### src/rtl/xtea_pkg.sv
// Shared types and constants for the XTEA core scheduler.
package xtea_pkg;

  typedef enum logic [2:0] {
    ST_IDLE    = 3'd0,
    ST_START   = 3'd1,
    ST_WAIT    = 3'd2,
    ST_CAPTURE = 3'd3,
    ST_RESP    = 3'd4
  } state_e;

  localparam logic MODE_DEC = 1'b0;
  localparam logic MODE_ENC = 1'b1;

  localparam int DEFAULT_TIMEOUT = 128;
  // WAIT cycles from core start until the core's ready pulse
  localparam int CORE_LAT = 98;

  typedef struct packed {
    logic         mode;
    logic [127:0] data;
    logic [127:0] key;
  } req_t;

endpackage

### src/rtl/xtea_sched_rr_arb2.sv
// Two-way round-robin arbiter; the requester other than `last` wins a tie.
module rr_arb2 (
  input  logic [1:0] valid,
  input  logic       last,
  output logic [1:0] grant,
  output logic       any
);

  assign grant[0] = valid[0] & (~valid[1] | last);
  assign grant[1] = valid[1] & (~valid[0] | ~last);
  assign any      = |valid;

endmodule

### src/rtl/xtea_sched.sv
// Time-shares one XTEA core between two requesters with a stall watchdog.
module xtea_sched
  import xtea_pkg::*;
#(
  parameter int TIMEOUT = DEFAULT_TIMEOUT
) (
  input  logic         clock,
  input  logic         reset_n,
  input  logic         req0_valid,
  output logic         req0_ready,
  input  logic         req0_mode,
  input  logic [127:0] req0_data,
  input  logic [127:0] req0_key,
  input  logic         req1_valid,
  output logic         req1_ready,
  input  logic         req1_mode,
  input  logic [127:0] req1_data,
  input  logic [127:0] req1_key,
  output logic         rsp0_valid,
  input  logic         rsp0_ready,
  output logic [127:0] rsp0_data,
  output logic         rsp0_err,
  output logic         rsp1_valid,
  input  logic         rsp1_ready,
  output logic [127:0] rsp1_data,
  output logic         rsp1_err,
  output logic         core_start,
  output logic         core_en,
  output logic [127:0] core_data_i,
  output logic [127:0] core_key,
  input  logic         core_ready,
  input  logic [127:0] core_data_o,
  output logic         busy,
  output logic         grant_id
);

  localparam int             WDW     = $clog2(TIMEOUT) + 1;
  localparam logic [WDW-1:0] WD_LAST = WDW'(TIMEOUT - 1);

  state_e          state, state_nxt;
  req_t [1:0]      req;
  req_t            lat;
  logic [1:0]      valid, grant;
  logic            any, last, gid, err, rsp_hs;
  logic [WDW-1:0]  wd;
  logic [127:0]    res;

  assign valid  = {req1_valid, req0_valid};
  assign req[0] = '{mode: req0_mode, data: req0_data, key: req0_key};
  assign req[1] = '{mode: req1_mode, data: req1_data, key: req1_key};

  rr_arb2 u_arb (
    .valid (valid),
    .last  (last),
    .grant (grant),
    .any   (any)
  );

  assign rsp_hs = (state == ST_RESP) && (gid ? rsp1_ready : rsp0_ready);

  always_comb begin
    state_nxt = state;
    case (state)
      ST_IDLE:    if (any) state_nxt = ST_START;
      ST_START:   state_nxt = ST_WAIT;
      // a ready pulse in the expiry cycle still delivers the real result
      ST_WAIT: begin
        if (core_ready)         state_nxt = ST_CAPTURE;
        else if (wd == WD_LAST) state_nxt = ST_RESP;
      end
      ST_CAPTURE: state_nxt = ST_RESP;
      ST_RESP:    if (rsp_hs) state_nxt = ST_IDLE;
      default:    state_nxt = ST_IDLE;
    endcase
  end

  always_ff @(posedge clock or negedge reset_n) begin
    if (!reset_n) begin
      state <= ST_IDLE;
      last  <= 1'b1;
      gid   <= 1'b0;
      lat   <= '0;
      wd    <= '0;
      res   <= '0;
      err   <= 1'b0;
    end else begin
      state <= state_nxt;
      case (state)
        ST_IDLE: begin
          if (any) begin
            gid <= grant[1];
            lat <= req[grant[1]];
            wd  <= '0;
          end
        end
        ST_WAIT: begin
          if (wd != '1) wd <= wd + 1'b1;
          if (!core_ready && wd == WD_LAST) begin
            err <= 1'b1;
            res <= '0;
          end
        end
        ST_CAPTURE: begin
          res <= core_data_o;
          err <= 1'b0;
        end
        ST_RESP: if (rsp_hs) last <= gid;
        default: ;
      endcase
    end
  end

  assign req0_ready  = (state == ST_IDLE) & grant[0];
  assign req1_ready  = (state == ST_IDLE) & grant[1];

  assign rsp0_valid  = (state == ST_RESP) & ~gid;
  assign rsp1_valid  = (state == ST_RESP) &  gid;
  assign rsp0_data   = res;
  assign rsp1_data   = res;
  assign rsp0_err    = rsp0_valid & err;
  assign rsp1_err    = rsp1_valid & err;

  assign core_start  = (state == ST_START);
  assign core_en     = lat.mode;
  assign core_data_i = lat.data;
  assign core_key    = lat.key;

  assign busy        = (state != ST_IDLE);
  assign grant_id    = gid;

endmodule
### config.mk
export PLATFORM = sky130hd
export DESIGN_NAME = xtea_sched
export DESIGN_NICKNAME = d
export VERILOG_FILES = /design/src/rtl/xtea_pkg.sv /design/src/rtl/xtea_sched_rr_arb2.sv /design/src/rtl/xtea_sched.sv
export SDC_FILE = /design/constraint.sdc
export NUM_CORES = 1
export LEC_CHECK = 0
export CAP_MARGIN = 40
export CORE_AREA = 3 3 452 454
export CTS_CLUSTER_DIAMETER = 100
export DETAILED_ROUTE_END_ITERATION = 6
export DIE_AREA = 0 0 455 457
export GPL_TIMING_DRIVEN = 1
export PLACE_DENSITY = 0.39
export SYNTH_ARGS = -nofsm -noshare
export SYNTH_HDL_FRONTEND = slang
export SYNTH_SLANG_ARGS = --single-unit
### constraint.sdc
create_clock -name clock -period 2.3 [get_ports clock]
set_clock_uncertainty 0.1 [all_clocks]
set_input_delay 0.345 -clock clock [delete_from_list [all_inputs] [get_ports clock]]
set_output_delay 0.345 -clock clock [all_outputs]
set_load 0.05 [all_outputs]
# == Word level (Yosys, flattened, before mapping) ==
# Index checks and enable logic that the tools add are counted.
# Widths: inputs -> output; s select.
# classes
mux,15
n_reduce_logical,13
n_addsub,1
n_lt_le_gt_ge,1
bitwise,14
n_eq_ne,11
# op_table
op,count
$mux 257,2
$pmux 128 s2,1
$mux 128,1
$mux 8,2
$pmux 8 s2,1
$pmux 3 s5,1
$mux 3,4
$add 8x1->8 const B,1
$and 1x1->1,8
$eq 8x7->1 const B,1
$ne 2x2->1 const B,4
$ne 8x8->1 const B,1
$eq 3x2->1 const B,2
$reduce_and 2->1,3
$reduce_and 3->1,2
$not 1->1,4
$reduce_bool 2->1,2
$eq 3x1->1 const B,1
$eq 3x3->1 const B,1
$logic_not 3->1,1
$ne 3x3->1 const B,1
$reduce_bool 3->1,1
$logic_and 1x1->1,2
$lt 1x2->1 const B,1
5 further kinds,7
# totals
elab_cells,64
output_inout_bits,522
ff_bits,399
inputBits,649

# == Depth between registers and ports, before layout ==
# depth
ltp_word,5
depth_mapped,9
ltp_nobuf,5

# == By module ==
# From an unflattened synthesis, not the netlist that was laid out.
# hier_totals
hier_cells,1615
hier_area_um2,17813.3
# modules_own_cells
module,seq_area_each_um2,cells_per_inst,area_each_um2,instances
xtea_sched,9985.8,1611,17788.3,1
rr_arb2,0.0,4,25.0,1

# == Worst setup path after synthesis ==
# No wires, ideal clock.
# synth_path
path_kind,register -> output
start,register state[0]
end,output port req1_ready
path_buffers,2
t_arrival_ps,1971
stages_incl_launch_ff,5
slack_ps,-116
t_required_ps,1855
cell_sequence,dfrtp_1 > buf_6 > or3_1 > clkbuf_1 > nor2_1
# synth_between
elab_chain_cells,2
# synth_rtl
item,line,text
from (decl),xtea_sched.sv:40,"state_e state, state_nxt;"
from (signal assigned),xtea_sched.sv:87,state <= state_nxt;
$logic_not 3->1,xtea_sched.sv:114,assign req1_ready = (state == ST_IDLE) & grant[1];
$and 1x1->1,xtea_sched.sv:114,
to (decl),xtea_sched.sv:15,"output logic req1_ready,"
# Every way passes these cells.

# == Final worst setup path ==
# Ends and elaborated chain as after synthesis.

==> flow_summary.toml <==
[die]
dieArea_sq_um = 208000
rows = 164
die_x_um = 455
io_pins = 1171
core_sq_um = 200000
die_h_um = 457
initial_core_util_pct = 9.15

[final_layout]
drive_gt1_share_pct = 10.3
area_delta_synth_final_pct = 87.3
final_cell_area_sq_um = 34300
utilization_pct = 17.1
nets = 3877

[clock_network]
cts-root-buf = "clkbuf_16"
cts_max_level = 2
clockBufferDepth = 3
clk_pin_slew_ns = 0.06
cts_buffers = 55
clock_sinks = 399
insertion_delay_ns = 0.66
cts_tree = "yes"

[sta]
fmax_mhz = 435
tightest_slew_ns = 0.652
setup_tns_ns = 0
report.final.slew_viol_count = 0
fin_crit_ns = 2.30
fin_crit_sh_pct = 99.9
finalHoldViolations = 0
rsz0062_at_grt = "true"
slew_headroom_pct = 56.7
setup_viol = 0

[worst_setup_path]
max_stage_delay_ns = 0.47
startpoint_type = "register"
criticalPathCategory = "register to output port"
cp_slowest_cell = "or3_4"
ff2ff_path_depth = 8
cp.required_ns = 1.86
worstSetupEndpointType = "output port"
arrival_ns = 1.85
crit_fanout = 5
crit_chain = "or3_4, nor2_4, buf_12"

[status]
status = "finished with violations"
violations = "DRC"

[yosys]
synthArstFlopShare_pct = 100
netlist_area_sq_um = 18300
ys.flop_type = "dfrtp_1"
synth_edf_count = 0
yosys_warnings = 0
ys_ff_latch = 399
synth_cell_types = 36
synth_seq_area_share_pct = 54.6
synth_nets = 2825
synth_cells = 2175
synth.avg_cell_area_sq_um = 8.41

[power_and_ir_drop]
vdd_drop_max_mv = 0.647
leakagePower_nw = 14.3
power.density_nw_per_um2 = 1680
power.total_w = 0.0576

[place]
portBuffers = 1170
postPlaceCellArea_sq_um = 32700
dp_hpwl_um = 124000
gp_congestion = 0.865

[drt]
ant_nets = 0
drt_iter0_drc = 1172
drc = 1
wire_per_inst_um = 24.9
wirelength_um = 148000
vias = 20138
viasPerCell = 3.39
drt_first_pass_iters = 7

[global_routing]
first_global_vias = 20291
gr-total-overflow = 0
antenna_found_initial = 108
grt_pass1_wl_um = 192000
track_usage_pct = 13.6
grt_max_degree = 64

[hold_path]
holdPathStages = 3
worstHoldPathType = "input pin to register"

[flow_run]
drv_cap = 0
## routing by layer
layer | share of wire (%) | track usage (%)
met4 | 1.9 | 2.19
met5 | 0.25 | 0
met3 | 9.3 | 4.97
met1 | 36 | 14.5
met2 | 53 | 25.7
## cell type report
type	instances	area, sq um
clock inverters	12	189
inverters	1	3.75
multi-input cells	1487	6680
well taps	2656	3320
fillers	22805	166000
repair buffers	1283	12400
flip-flops and latches	399	9990
diodes	14	35.0
clock buffers	84	1620
## synthesized netlist by cell type (2+ instances only)
cell	instances	area share (%)
a21o_1	2	0.082
a21oi_1	6	0.16
a311oi_1	2	0.096
a31oi_1	263	9.0
and2_1	3	0.10
and3_1	3	0.10
buf_1	9	0.18
buf_2	32	0.88
buf_4	154	6.3
buf_6	3	0.18
buf_8	2	0.16
clkbuf_1	79	1.6
clkbuf_2	9	0.25
dfrtp_1	398	54
nand2_1	779	16
nand3_1	4	0.11
nor2_1	268	5.5
nor2_2	3	0.10
nor3_1	4	0.11
nor3b_1	4	0.16
o21ai_0	133	3.6
## cells in the final DEF (no fill, tap or decap), types with 3 or more instances in the layout
cell / count
nor2_4: 5
a31oi_1: 263
dlygate4sd2_1: 401
nand3_1: 4
buf_4: 176
clkdlybuf4s50_1: 647
and2_4: 3
dfrtp_1: 397
clkbuf_1: 17
clkbuf_16: 56
nor2_1: 264
buf_12: 50
diode_2: 14
o21ai_0: 133
nor3_1: 3
clkbuf_8: 11
a21oi_1: 5
bufinv_16: 3
nand2_1: 776
buf_6: 5
## worst max-delay path: cells and delay by family (launching register included)
kind	cells	cell delay, ns
buf+inv	1	0.15
flops	1	0.41
simple gates	2	0.63
## power breakdown
group | total, W | internal, W | switching (W)
sequential | 0.0134 | 0.0106 | 0.00280
clock | 0.00876 | 0.00516 | 0.00361
combinational | 0.0354 | 0.00924 | 0.0262
## cell families after synthesis
kind of cell,synth area share (%)
AO/OA/AOI/OAI,13.1
adder cells (fa/ha/maj),0.0684
buffers and inverters,9.61
flip-flops,54.6
multiplexers,0.0615
AND/OR/NAND/NOR,22.6
## sequential cells by signal, indices dropped and copies added (netlist names)
signal	flops
core_data_i	128
core_en	1
core_key	128
err	1
grant_id	1
last	1
rsp0_data	128
state	3
wd	8
## final timing paths
path	from	end	slack [ns]
max in group asynchronous	reset_n	core_key[53]	1.15
hold / removal	req1_data[5]	core_data_i[5]	0.13
hold reg to reg	state[0]	state[0]	0.41
setup reg to reg	state[0]	core_data_i[65]	0.09
min in group asynchronous	reset_n	rsp0_data[48]	0.14
setup / recovery	state[0]	req1_ready	0.003
## through the flow
step / hold slack, ns / cells / setup slack, ns
3_5_place_dp: 0.252 / 5812 / -0.0341
4_1_cts: 0.0376 / 5913 / -0.150
3_3_place_gp: 0.258 / 5812 / 0.00584
5_1_grt: 0.0704 / 5925 / -0.118
2_1_floorplan: -0.0506 / 2175 / 0.0968
6_report: 0.129 / 5936 / 0.00337
## timing repair
action,4_1_cts,5_1_grt
hold endpoints to repair,144,0
hold buffers,1,0
gates resized for setup,423,6
pin swaps,4,8
endpoints found under the setup margin,409,77
buffers inserted,5,9
No activity file was read; power rests on OpenSTA's default activity.
